===== src/rtl/en_stack_pkg.sv =====
// Shared op encodings for the per-lane enable-mask stack.
// Imported by en_stack and by the processor decode logic.
package en_stack_pkg;

  typedef enum logic [2:0] {
    OP_NOP    = 3'd0,
    OP_ALLEN  = 3'd1,
    OP_PUSHEN = 3'd2,
    OP_POPEN  = 3'd3,
    OP_JUMPF  = 3'd4,
    OP_ELSE   = 3'd5
  } en_op_t;

  localparam int EN_OP_W = 3;

endpackage


===== src/rtl/en_stack.sv =====
// Per-lane enable-mask stack: live top mask plus saved nesting levels.
// en gates writeback, stores and traps for each lane.
module en_stack
  import en_stack_pkg::*;
#(
  parameter int LANES = 1,
  parameter int DEPTH = 32
) (
  input  logic                     clk,
  input  logic                     reset,
  input  logic                     op_valid,
  input  logic [EN_OP_W-1:0]       op,
  input  logic [LANES-1:0]         cond,
  input  logic                     err_clr,
  output logic [LANES-1:0]         en,
  output logic                     any_en,
  output logic [$clog2(DEPTH)-1:0] count,
  output logic                     overflow,
  output logic                     underflow
);

  localparam int CW = $clog2(DEPTH);
  localparam logic [CW-1:0] FULL_CNT = CW'(DEPTH - 1);

  logic [LANES-1:0] top;
  logic [LANES-1:0] top_nxt;
  logic [LANES-1:0] parent;
  logic [LANES-1:0] saved [DEPTH-1];
  logic [CW-1:0]    count_nxt;
  logic [CW-1:0]    below;
  logic             full;
  logic             empty;
  logic             push;
  logic             set_ovf;
  logic             set_udf;

  assign full   = (count == FULL_CNT);
  assign empty  = (count == '0);
  assign below  = count - CW'(1);
  // Outermost level has no enclosing mask, so every lane is allowed.
  assign parent = empty ? '1 : saved[below];
  assign en     = top;

  always_comb begin
    top_nxt   = top;
    count_nxt = count;
    push      = 1'b0;
    set_ovf   = 1'b0;
    set_udf   = 1'b0;
    unique case (1'b1)
      op_valid && (op == OP_ALLEN): begin
        top_nxt = parent;
      end
      op_valid && (op == OP_PUSHEN): begin
        if (full) begin
          set_ovf = 1'b1;
        end else begin
          push      = 1'b1;
          count_nxt = count + CW'(1);
        end
      end
      op_valid && (op == OP_POPEN): begin
        if (empty) begin
          top_nxt = '1;
          set_udf = 1'b1;
        end else begin
          top_nxt   = saved[below];
          count_nxt = below;
        end
      end
      op_valid && (op == OP_JUMPF): begin
        top_nxt = top & ~cond;
      end
      op_valid && (op == OP_ELSE): begin
        top_nxt = parent & ~top;
      end
      default: begin
      end
    endcase
  end

  always_ff @(posedge clk or negedge reset) begin
    if (!reset) begin
      top       <= '1;
      any_en    <= 1'b1;
      count     <= '0;
      overflow  <= 1'b0;
      underflow <= 1'b0;
    end else begin
      top       <= top_nxt;
      any_en    <= |top_nxt;
      count     <= count_nxt;
      overflow  <= set_ovf | (overflow & ~err_clr);
      underflow <= set_udf | (underflow & ~err_clr);
    end
  end

  // Saved levels hold no meaningful value until pushed.
  always_ff @(posedge clk) begin
    if (push) begin
      saved[count] <= top;
    end
  end

endmodule


===== config.mk =====
export PLATFORM = sky130hd
export DESIGN_NAME = en_stack
export DESIGN_NICKNAME = d
export VERILOG_FILES = /design/src/rtl/en_stack_pkg.sv /design/src/rtl/en_stack.sv
export SDC_FILE = /design/constraint.sdc
export NUM_CORES = 1
export LEC_CHECK = 0
export CAP_MARGIN = 20
export CELL_PAD_IN_SITES_DETAIL_PLACEMENT = 1
export CELL_PAD_IN_SITES_GLOBAL_PLACEMENT = 1
export CORE_MARGIN = 1.5
export CORE_UTILIZATION = 30
export CTS_CLUSTER_SIZE = 8
export DETAILED_ROUTE_END_ITERATION = 8
export GPL_ROUTABILITY_DRIVEN = 0
export GPL_TIMING_DRIVEN = 1
export PLACE_DENSITY_LB_ADDON = 0.1
export SLEW_MARGIN = 30
export SYNTH_ARGS = -nofsm -noshare
export SYNTH_HDL_FRONTEND = slang
export SYNTH_SLANG_ARGS = --single-unit

===== constraint.sdc =====
create_clock -name clk -period 2.85 [get_ports clk]
set_input_delay 0.855 -clock clk [delete_from_list [all_inputs] [get_ports clk]]
set_output_delay 0.855 -clock clk [all_outputs]
set_load 0.01 [all_outputs]

* Yosys cells after proc, flatten, opt, wreduce, memory -nomap -nowiden
Memories as Yosys holds them, arrays and structs flattened.
Index checks and enable logic that the tools add are counted.
** Cells by class
- $add $sub $neg :: 2
- Eq/ne operators :: 8
- Muxes and demuxes :: 13
- Bitwise gates (word level) :: 9
- Reductions and logical operators :: 10
** Operators with widths (count)
- $mux W5 :: 2
- $pmux W5 S2 :: 1
- $mux W1 :: 9
- $eq A3 B2 Y1 const B :: 2
- $eq A3 B3 Y1 const B :: 2
- $add A5 B1 Y5 const B :: 1
- $eq A5 B5 Y1 const B :: 1
- $logic_and A1 B1 Y1 :: 5
- $logic_not A5 Y1 :: 1
- $sub A5 B1 Y5 const B :: 1
- $and A1 B1 Y1 :: 4
- $ne A2 B2 Y1 const B :: 2
- $eq A3 B1 Y1 const B :: 1
- $not A1 Y1 :: 3
- $pmux W1 S3 :: 1
- $reduce_and A3 Y1 :: 1
- $reduce_bool A3 Y1 :: 1
- $or A1 B1 Y1 :: 2
- $reduce_bool A2 Y1 :: 1
- $reduce_or A2 Y1 :: 1
** Word-level totals
- Register bits :: 8
- Memory bits (writable) :: 31
- Input bits :: 8
- Output and inout bits :: 9
- Logic and storage cells :: 47
- Memories kept :: 1
** Memories
- saved :: words 31, width 1, read ports 1, clocked after memory_dff 0, wr ports 1, line en_stack.sv:28 : logic [LANES-1:0] saved [DEPTH-1];

* Logic depth before layout (Yosys ltp)
Gate-level depths: netlist of the first run.
- Depth after elaboration :: 5
- Gate-level depth with buffers :: 9
- Depth with buffers taken out :: 8

* Worst setup path before layout of the first run
No wires, ideal clock.
- Kind :: register -> register
- From :: register count[0]
- To :: register top, in the netlist en
- Library setup time :: 82 ps
- Arrival :: 2134 ps
- Slack :: 634 ps
- Stages on the path, launching flop included :: 10
- Buffers on the path :: 1
- Clock period less this slack :: 2216 ps
- Cell sequence :: dfrtp_1 buf_6 inv_1 ha_1 nor3b_2 xnor2_2 mux2_4 o21ai_2 a31oi_1 a211o_1
** On the way
- Word-level cells in the longest chain between the ends :: 5
** RTL lines
- from (decl) :: line en_stack.sv:17 : output logic [$clog2(DEPTH)-1:0] count,
- from (signal assigned) :: line en_stack.sv:92 : count <= count_nxt;
- $sub A5 B1 Y5 :: line en_stack.sv:39 : assign below = count - CW'(1);
- $mem_v2 Z31 W1
- $mux W1 * :: line en_stack.sv:41, en_stack.sv:63
- $and A1 B1 Y1 :: line en_stack.sv:75 : top_nxt = parent & ~top;
- $pmux W1 S3 * :: line en_stack.sv:50 : unique case (1'b1)
- to (signal assigned) :: line en_stack.sv:90 : top <= top_nxt;
- to (decl) :: line en_stack.sv:25 : logic [LANES-1:0] top;
Every way passes the cells marked *; elsewhere a longest branch is shown, timed or not.
A chain may end at the register's enable or synchronous reset.

* Worst setup path in the final report of the first run
- From :: register count[2]
- To :: output port count[2]
No word-level cell between the ends.

==> results of run 1 <==
report_power, final:
group          total (mW)  internal, mW  switching [mW]
logic                1.06         0.487           0.576
registers           0.790         0.709          0.0806
clock network       0.359         0.166           0.193
metrics by stage:
| step | setup WS, ps | util (%) | cells | instance area, um^2 | hold slack [ps] |
|---|---|---|---|---|---|
| 3_5_place_dp | 206.4 | 34.36 | 266 | 2308 | 532.4 |
| 5_1_grt | 347.3 | 35.61 | 274 | 2392 | 568.2 |
| 3_3_place_gp | 217.9 | 34.36 | 266 | 2308 | 521.7 |
| 4_1_cts | 394.7 | 35.61 | 274 | 2392 | 544.5 |
| 2_1_floorplan | 634.1 | - | 171 | 2063 | 557.8 |
| 6_report | 412.4 | 35.61 | 274 | 2392 | 535.3 |
layout by cell type (no fill, tap or decap), types with 2 or more instances in the layout:
| cell type | count |
|---|---|
| clkdlybuf4s50_1 | 16 |
| clkbuf_8 | 5 |
| o21ai_2 | 2 |
| mux2i_1 | 3 |
| xnor2_1 | 5 |
| dfrtp_1 | 7 |
| a211o_1 | 2 |
| nor3_1 | 4 |
| ha_1 | 6 |
| mux4_1 | 4 |
| inv_1 | 5 |
| nand2_1 | 17 |
| o21ai_1 | 2 |
| clkinv_1 | 2 |
| or3b_2 | 2 |
| nor2_1 | 41 |
| nand3b_1 | 6 |
| edfxtp_1 | 31 |
| a21oi_1 | 2 |
| nand3_1 | 2 |
| o21ai_0 | 3 |
| mux4_2 | 3 |
| buf_4 | 7 |
layer usage:
metal	part of all wire [%]	wire length [um]	vias to the layer above
met5	0	0	-
met4	0.99	48	0
met3	4.0	194	5
met2	46	2237	27
met1	49	2355	684
li1	-	-	650
state kept, by name, indices dropped and copies added (netlist names):
signal     cells
overflow       1
count          5
underflow      1
en             1
saved         31
worst paths after layout:
check | to | cells past startpoint | slack (ps) | startpoint
max | count[2] | 1 | 410 | count[2]
min | underflow | 2 | 540 | underflow
max reg2reg | en | 8 | 570 | count[0]
min reg2reg | underflow | 2 | 540 | underflow
max in group asynchronous | en | 1 | 1650 | reset
min in group asynchronous | count[2] | 1 | 870 | reset
layout make-up:
type / instances / area, um^2 / area share (%)
inverter: 5 / 18.77 / 0.7845
clock buffer: 5 / 68.82 / 2.877
tap: 80 / 100.1 / 4.184
clock inverter: 3 / 15.01 / 0.6276
multi-input combinational: 119 / 844.6 / 35.30
sequential: 39 / 1132 / 47.33
timing repair buffer: 23 / 212.7 / 8.891
cell families (layout without fill, tap and decap cells):
group	Yosys count	count (layout)	share of synthesized area [%]
AOI/OAI and AO/OA	16	16	5.216
xor gates and xnor gates	8	8	4.124
adders and majority gates	6	6	3.638
buffers and inverters	13	36	4.185
DFF	39	39	54.88
muxes	12	12	11.10
and+or+nand+nor	77	77	16.86
==> results.ini, run 1 <==
[placement]
dp_hpwl_mm=3.448
portBuffers=16

[grt]
grt_overflow=0
grtUsageTotal_pct=14.20
grtUsageMet3_pct=2.695
grt.met1_usage_pct=19.73
grt_max_degree=35
top_usage_layer=met2
antenna_found_initial=0
gr-usage-met2_pct=22.76
grt_pass1_vias=1378
grt_pass1_wl_mm=7.728

[floorplan]
rows=30
pin_count=17
fp.dieW_um=85.93
dieArea_um2=7384
core-area_um2=6719
initial_core_util_pct=30.71
die_h_um=85.93

[synthesis]
syn_nets=185
synthArstFlopShare_pct=20.51
syn_inst=171
synth-seq-cells=39
synth_warnings=0
netlist.top_cell.by_area=edfxtp_1
yosysSeqAreaShare_pct=54.88
yosysMostFrequentCell=nor2_1
synth_area_per_cell_um2=12.07
ys_top_cells_by_area=edfxtp_1, dfrtp_1, nor2_1, mux4_1, ha_1
synth_edf_count=31
syn-cell-area_um2=2063
synth.distinct_cells=40
synth_top_area_share_pct=45.12
ys_top_cells_by_count=nor2_1, edfxtp_1, nand2_1
synthFlopType=edfxtp_1

[setup_path]
path_delay_family=flip-flops
crit_chain=clkdlybuf4s50_1
max_stage_delay_ps=660
critPathSlowestCell=dfrtp_1
timing.critical_path.arrival_ps=1580
cp.required_ps=2000
crit_fanout=10
crit_path_start_kind=flip-flop
critPathKind=flip-flop to primary output
endpoint_kind=primary output
crit_buf_inv=1

[clock_network]
clk_latency_ps=290
clk_path_buf_depth=2
cts_sinks=39
numCtsBuffers=5
post-cts-setup-buffers=0
htree_levels=2
cts_resized=0
cts.clk_slew.worst_paths_ps=70
tritoncts=done
clockRootBuffer=clkbuf_8
cts_hold_buf=0

[detailed_routing]
drt-initial-drc-count=77
route.vias.total=1366
routed_wl_mm=4.836
drtAntennaViolNets=0
via_per_inst=4.985
drc_errors=0
drtPass1Iterations=4
avgRoutedWirePerCell_um=17.65

[worst_hold_path]
hold_path.class=flip-flop to flip-flop

[final_layout]
nFillCells=741
fin_nets=207
syn_to_final_growth_pct=15.95
layout-drive-gt1-share_pct=14.43
antennaDiodeCount=0

[timing]
finClkSkew_ps=4.704
tns_ps=0
slew_headroom_pct=66.32
tightest_slew_ps=505.3
setup_violations=0
fin_crit_sh_pct=85.53
rsz0062_at_grt=false
hold_violations=0
slew_violations=0
fmax_ghz=0.4102
min_period_ps=2438

[status]
outcome=complete, no violations

[run]
maxCapViolCount=0

[power]
p_total_mw=2.212
power_density_nw_per_um2=924.7
leakage_nw=0.8472
ir_drop_v=0.0003362

Power figures use the tool's default switching activity.
==> inputs of run 2 (changes only) <==
--- a/config.mk
+++ b/config.mk
@@ -8,7 +8,7 @@
 export CAP_MARGIN = 20
 export CELL_PAD_IN_SITES_DETAIL_PLACEMENT = 1
 export CELL_PAD_IN_SITES_GLOBAL_PLACEMENT = 1
-export CORE_MARGIN = 1.5
+export CORE_MARGIN = 2
 export CORE_UTILIZATION = 30
 export CTS_CLUSTER_SIZE = 8
 export DETAILED_ROUTE_END_ITERATION = 8
==> run 2 against run 1 <==
Against the previous run:
- wire length grew 2.2%
- first-iteration DRC count up 23%
- count of clock-buffer cells in the layout up 1
- sequential share of layout area barely moved
- die area is 2.3% higher
- setup slack lost 120 ps
- core utilization barely moved
- hold slack improved by 1.2 ps
- maximum frequency down 4.6%
==> results.ini, run 2 (synthesis gave the netlist of run 1 again) <==
[final_layout]
fin_nets=207  ; unchanged
antennaDiodeCount=0  ; unchanged
largestRegisters=saved: 31 flops, count: 5 flops  ; unchanged
top_register=saved  ; unchanged
fin_util_pct=35.62  ; was 35.61%
largest_reg_flops=31  ; unchanged
syn_to_final_growth_pct=16.01  ; was 15.95%
final_cell_mix=nor2_1, edfxtp_1, nand2_1  ; unchanged
layout-drive-gt1-share_pct=14.95  ; was 14.43%
final_common_cell=nor2_1  ; unchanged

[setup_path]
r2r_cells=6  ; was 8
max_stage_delay_ps=780  ; was 660 ps
critPathSlowestCell=dfstp_2  ; was dfrtp_1
path_depth=1  ; unchanged
path_delay_family=flip-flops  ; unchanged
timing.critical_path.arrival_ps=1700  ; was 1580 ps
endpoint_kind=primary output  ; unchanged
cp.required_ps=2000  ; about the same
crit_chain=clkdlybuf4s50_1  ; unchanged
crit_buf_inv=1  ; unchanged
critPathKind=flip-flop to primary output  ; unchanged
crit_path_start_kind=flip-flop  ; unchanged
crit_fanout=24  ; was 10

[detailed_routing]
avgRoutedWirePerCell_um=18.04  ; was 17.65 um
drtPass1Iterations=4  ; unchanged
drtAntennaViolNets=0  ; unchanged
drt-initial-drc-count=95  ; was 77
routed_wl_mm=4.943  ; was 4.836 mm
route.vias.total=1344  ; was 1366
via_per_inst=4.905  ; was 4.985
drc_errors=0  ; unchanged

[power]
leakage_nw=0.8492  ; was 0.8472 nW
switching_share_pct=38.36  ; was 38.41%
ir_drop_v=0.0002241  ; was 0.0003362 V
power_density_nw_per_um2=927.8  ; was 924.7 nW/um^2
clkPwrFrac_pct=16.8  ; was 16.2%
p_comb_share_pct=46.5  ; was 48.1%
p_switching_uw=851.8  ; was 849.8 uW
p_int_mw=1.369  ; was 1.362 mW
pwr-share-seq_pct=36.7  ; was 35.7%

[clock_network]
cts_resized=0  ; unchanged
clk_path_buf_depth=2  ; unchanged
cts_sinks=39  ; unchanged
numCtsBuffers=5  ; unchanged
clockRootBuffer=clkbuf_8  ; unchanged
tritoncts=done  ; unchanged
clk_latency_ps=300  ; was 290 ps
cts_hold_buf=0  ; unchanged
cts.clk_slew.worst_paths_ps=80  ; was 70 ps
htree_levels=2  ; unchanged
post-cts-setup-buffers=0  ; unchanged

[floorplan]
die_h_um=86.93  ; was 85.93 um
core-area_um2=6719  ; unchanged
fp.dieW_um=86.93  ; was 85.93 um
initial_core_util_pct=30.71  ; unchanged
dieArea_um2=7557  ; was 7384 um^2
pin_count=17  ; unchanged
rows=30  ; unchanged

[timing]
rsz0062_at_grt=false  ; unchanged
fmax_ghz=0.3915  ; was 0.4102 GHz
slew_headroom_pct=66.30  ; was 66.32%
hold_violations=0  ; unchanged
setup_violations=0  ; unchanged
fin_crit_sh_pct=89.61  ; was 85.53%
finalWorstSetupSlack_ps=296.0  ; was 412.4 ps
tightest_slew_ps=505.5  ; was 505.3 ps
slew_violations=0  ; unchanged
finClkSkew_ps=10.37  ; was 4.704 ps
min_period_ps=2554  ; was 2438 ps
tns_ps=0  ; unchanged

[status]
outcome=complete, no violations  ; unchanged

[grt]
grt_max_degree=25  ; was 35
grt_pass1_wl_mm=7.983  ; was 7.728 mm
grt_pass1_vias=1486  ; was 1378
grtUsageTotal_pct=14.31  ; was 14.20%
grt_overflow=0  ; unchanged
antenna_found_initial=0  ; unchanged

[placement]
preCtsSetupSlack_ps=193.9  ; was 206.4 ps
portBuffers=16  ; unchanged
dp_hpwl_mm=3.522  ; was 3.448 mm

[worst_hold_path]
whs_path_depth=2  ; unchanged
hold_path.class=flip-flop to flip-flop  ; unchanged

[run]
maxCapViolCount=0  ; unchanged

run 2: worst register-to-register path: stages (launching register included):
cell     delay, ps
dfrtp_1        450
inv_1          180
ha_1           310
xor2_2         360
mux4_1         360
a211o_1        320
a211o_1        270
run 2: metal layers:
| layer | up-vias | global-route usage, % | wire, um |
|---|---|---|---|
| met4 | 0 | 4.261 | 51 |
| met5 | - | 0 | 0 |
| met3 | 5 | 3.223 | 207 |
| met2 | 28 | 23.94 | 2478 |
| li1 | 647 | - | - |
| met1 | 664 | 18.52 | 2205 |
run 2: power groups by stage:
| stage | Clock (mW) | Combinational [mW] | Sequential (mW) |
|---|---|---|---|
| after global routing | 0.412 | 1.13 | 0.832 |
| after floorplan | 0 | 0.751 | 0.818 |
| final | 0.373 | 1.03 | 0.815 |
| after detailed placement | 0 | 1.04 | 0.831 |
| after global placement | 0 | 1.05 | 0.826 |
| after CTS | 0.385 | 1.05 | 0.820 |
run 2: per-stage QoR:
| step | power (mW) | instance area [um^2] | instances | hold slack, ps |
|---|---|---|---|---|
| after floorplan | 1.569 | 2063 | 171 | 557.8 |
| after global placement | 1.877 | 2308 | 266 | 524.3 |
| after detailed placement | 1.876 | 2308 | 266 | 536.1 |
| after CTS | 2.259 | 2394 | 274 | 549.0 |
| after global routing | 2.378 | 2394 | 274 | 566.7 |
| final | 2.221 | 2394 | 274 | 536.5 |
run 2: layout make-up:
class	instances	area [um^2]
clock buffers	6	72.57
multi-input cells	119	844.6
inverters	5	18.77
clock inverters	2	12.51
repair buffers	23	212.7
fillers	741	4325
well taps	80	100.1
flip-flops and latches	39	1132
run 2: final timing paths:
path,startpoint,to,slack [ps]
setup / recovery,en,en,300
hold / removal,underflow,underflow,540
setup reg to reg,count[0],en,540
hold reg to reg,underflow,underflow,540
max in group asynchronous,reset,en,1700
min in group asynchronous,reset,count[2],840
==> inputs of run 3 (changes only) <==
--- a/config.mk
+++ b/config.mk
@@ -8,6 +8,7 @@
 export CAP_MARGIN = 20
 export CELL_PAD_IN_SITES_DETAIL_PLACEMENT = 1
 export CELL_PAD_IN_SITES_GLOBAL_PLACEMENT = 1
+export CORE_ASPECT_RATIO = 1.75
 export CORE_MARGIN = 2
 export CORE_UTILIZATION = 30
 export CTS_CLUSTER_SIZE = 8
==> run 3 against run 2 <==
Against the previous run:
- non-clock buffer count did not move
- largest cell class unchanged
- critical path type is now input pin to flip-flop
- total power increased by 11%
- setup slack improved by 130 ps
- sequential power is 1% lower
- maximum frequency rose by 5.4%
- via count increased by 1.6%
- highest routed layer unchanged
- final cell count up 1.5%
==> results.ini, run 3 (synthesis gave the netlist of run 1 again) <==
[clock_network]
numCtsBuffers=5  ; unchanged
clockRootBuffer=clkbuf_16  ; was clkbuf_8
htree_levels=2  ; unchanged
clk_latency_ps=280  ; was 300 ps
cts_hold_buf=0  ; unchanged
tritoncts=done  ; unchanged
cts_sinks=39  ; unchanged
clk_path_buf_depth=2  ; unchanged
cts_resized=0  ; unchanged
post-cts-setup-buffers=0  ; unchanged
cts.clk_slew.worst_paths_ps=60  ; was 80 ps

[grt]
antenna_found_initial=0  ; unchanged
top_usage_layer=met2  ; unchanged
grtUsageMet3_pct=3.550  ; was 3.223%
grt_pass1_wl_mm=8.197  ; was 7.983 mm
gr-usage-met2_pct=28.33  ; was 23.94%
grt_max_degree=35  ; was 25
grt_pass1_vias=1528  ; was 1486
grt.met1_usage_pct=16.06  ; was 18.52%
grt_overflow=0  ; unchanged
grtUsageTotal_pct=15.18  ; was 14.31%

[final_layout]
largestRegisters=saved: 31 flops, count: 5 flops  ; unchanged
top_register=saved  ; unchanged
fin_area_um2=2482  ; was 2394 um^2
final_cell_mix=nor2_1, edfxtp_1, nand2_1  ; unchanged
syn_to_final_growth_pct=20.32  ; was 16.01%
nFillCells=752  ; was 741
layout-drive-gt1-share_pct=15.46  ; was 14.95%
largest_reg_flops=31  ; unchanged
final_common_cell=nor2_1  ; unchanged
antennaDiodeCount=0  ; unchanged
fin_nets=207  ; unchanged

[setup_path]
timing.critical_path.arrival_ps=2410  ; was 1700 ps
crit_fanout=7  ; was 24
crit_path_start_kind=input pin  ; was flip-flop
endpoint_kind=flip-flop  ; was primary output
cp.required_ps=2840  ; was 2000 ps
critPathKind=input pin to flip-flop  ; was flip-flop to primary output

[floorplan]
die_h_um=113.7  ; was 86.93 um
core-area_um2=6756  ; was 6719 um^2
dieArea_um2=7583  ; was 7557 um^2
initial_core_util_pct=30.54  ; was 30.71%
rows=40  ; was 30
pin_count=17  ; unchanged
fp.dieW_um=66.69  ; was 86.93 um

[run]
maxCapViolCount=0  ; unchanged

[detailed_routing]
drtPass1Iterations=4  ; unchanged
routed_wl_mm=5.055  ; was 4.943 mm
via_per_inst=4.914  ; was 4.905
drt-initial-drc-count=69  ; was 95
avgRoutedWirePerCell_um=18.18  ; was 18.04 um
route.vias.total=1366  ; was 1344
drc_errors=0  ; unchanged
drtAntennaViolNets=0  ; unchanged

[timing]
tns_ps=0  ; unchanged
fin_crit_sh_pct=84.99  ; was 89.61%
slew_headroom_pct=70.23  ; was 66.30%
slew_violations=0  ; unchanged
setup_violations=0  ; unchanged
tightest_slew_ps=444.3  ; was 505.5 ps
fmax_ghz=0.4129  ; was 0.3915 GHz
rsz0062_at_grt=false  ; unchanged
hold_violations=0  ; unchanged
min_period_ps=2422  ; was 2554 ps
finClkSkew_ps=2.256  ; was 10.37 ps

[placement]
portBuffers=16  ; unchanged
dp_hpwl_mm=3.707  ; was 3.522 mm
placed_area_um2=2313  ; was 2308 um^2

[power]
ir_drop_v=0.0003808  ; was 0.0002241 V
power_density_nw_per_um2=989.8  ; was 927.8 nW/um^2
leakage_nw=0.8924  ; was 0.8492 nW

[worst_hold_path]
hold_path.class=flip-flop to flip-flop  ; unchanged

[status]
outcome=complete, no violations  ; unchanged

run 3: area by class of cell:
| cell class | instances | area, um^2 | share of cell area, % |
|---|---|---|---|
| Clock buffer | 5 | 125.1 | 5.040 |
| Clock inverter | 3 | 43.79 | 1.764 |
| Inverter | 5 | 18.77 | 0.7560 |
| Multi-Input combinational cell | 119 | 844.6 | 34.02 |
| Sequential cell | 39 | 1132 | 45.62 |
| Tap cell | 84 | 105.1 | 4.234 |
| Timing Repair Buffer | 23 | 212.7 | 8.569 |
run 3: path summary, 6_finish.rpt:
| path | start | end | slack [ps] | depth (start not counted) |
|---|---|---|---|---|
| min in group asynchronous | reset | count[4] | 870 | 1 |
| max reg2reg | count[0] | en | 460 | 8 |
| min | underflow | underflow | 540 | 2 |
| max in group asynchronous | reset | en | 1670 | 1 |
| min reg2reg | underflow | underflow | 540 | 2 |
| max | op[2] | saved[23] | 430 | 6 |
run 3: critical path, cell delays in order:
cell and delay (ps):
clkdlybuf4s50_1 460, nand3b_1 250, nor3_1 190, buf_4 170, nand2_1 270, nor2_1 220
run 3: per-stage QoR:
step / instances / setup slack (ps) / total power [mW] / hold slack, ps / util (%)
floorplan: 171 / 634.1 / 1.569 / 557.8 / -
global placement: 270 / 118.1 / 1.842 / 522.0 / 34.24
detailed placement: 270 / 107.7 / 1.854 / 542.0 / 34.24
CTS: 278 / 396.0 / 2.498 / 551.0 / 36.74
global route: 278 / 300.6 / 2.622 / 573.4 / 36.74
finish: 278 / 427.9 / 2.457 / 539.7 / 36.74
run 3: power by group:
group | internal, mW | switching (mW)
logic | 0.470 | 0.547
registers | 0.710 | 0.0962
clock network | 0.412 | 0.222
run 3: layer usage:
metal,part of all wire (%),wire [um]
met5,0,0
met4,1.7,88
met3,2.9,145
met2,56,2846
met1,39,1974
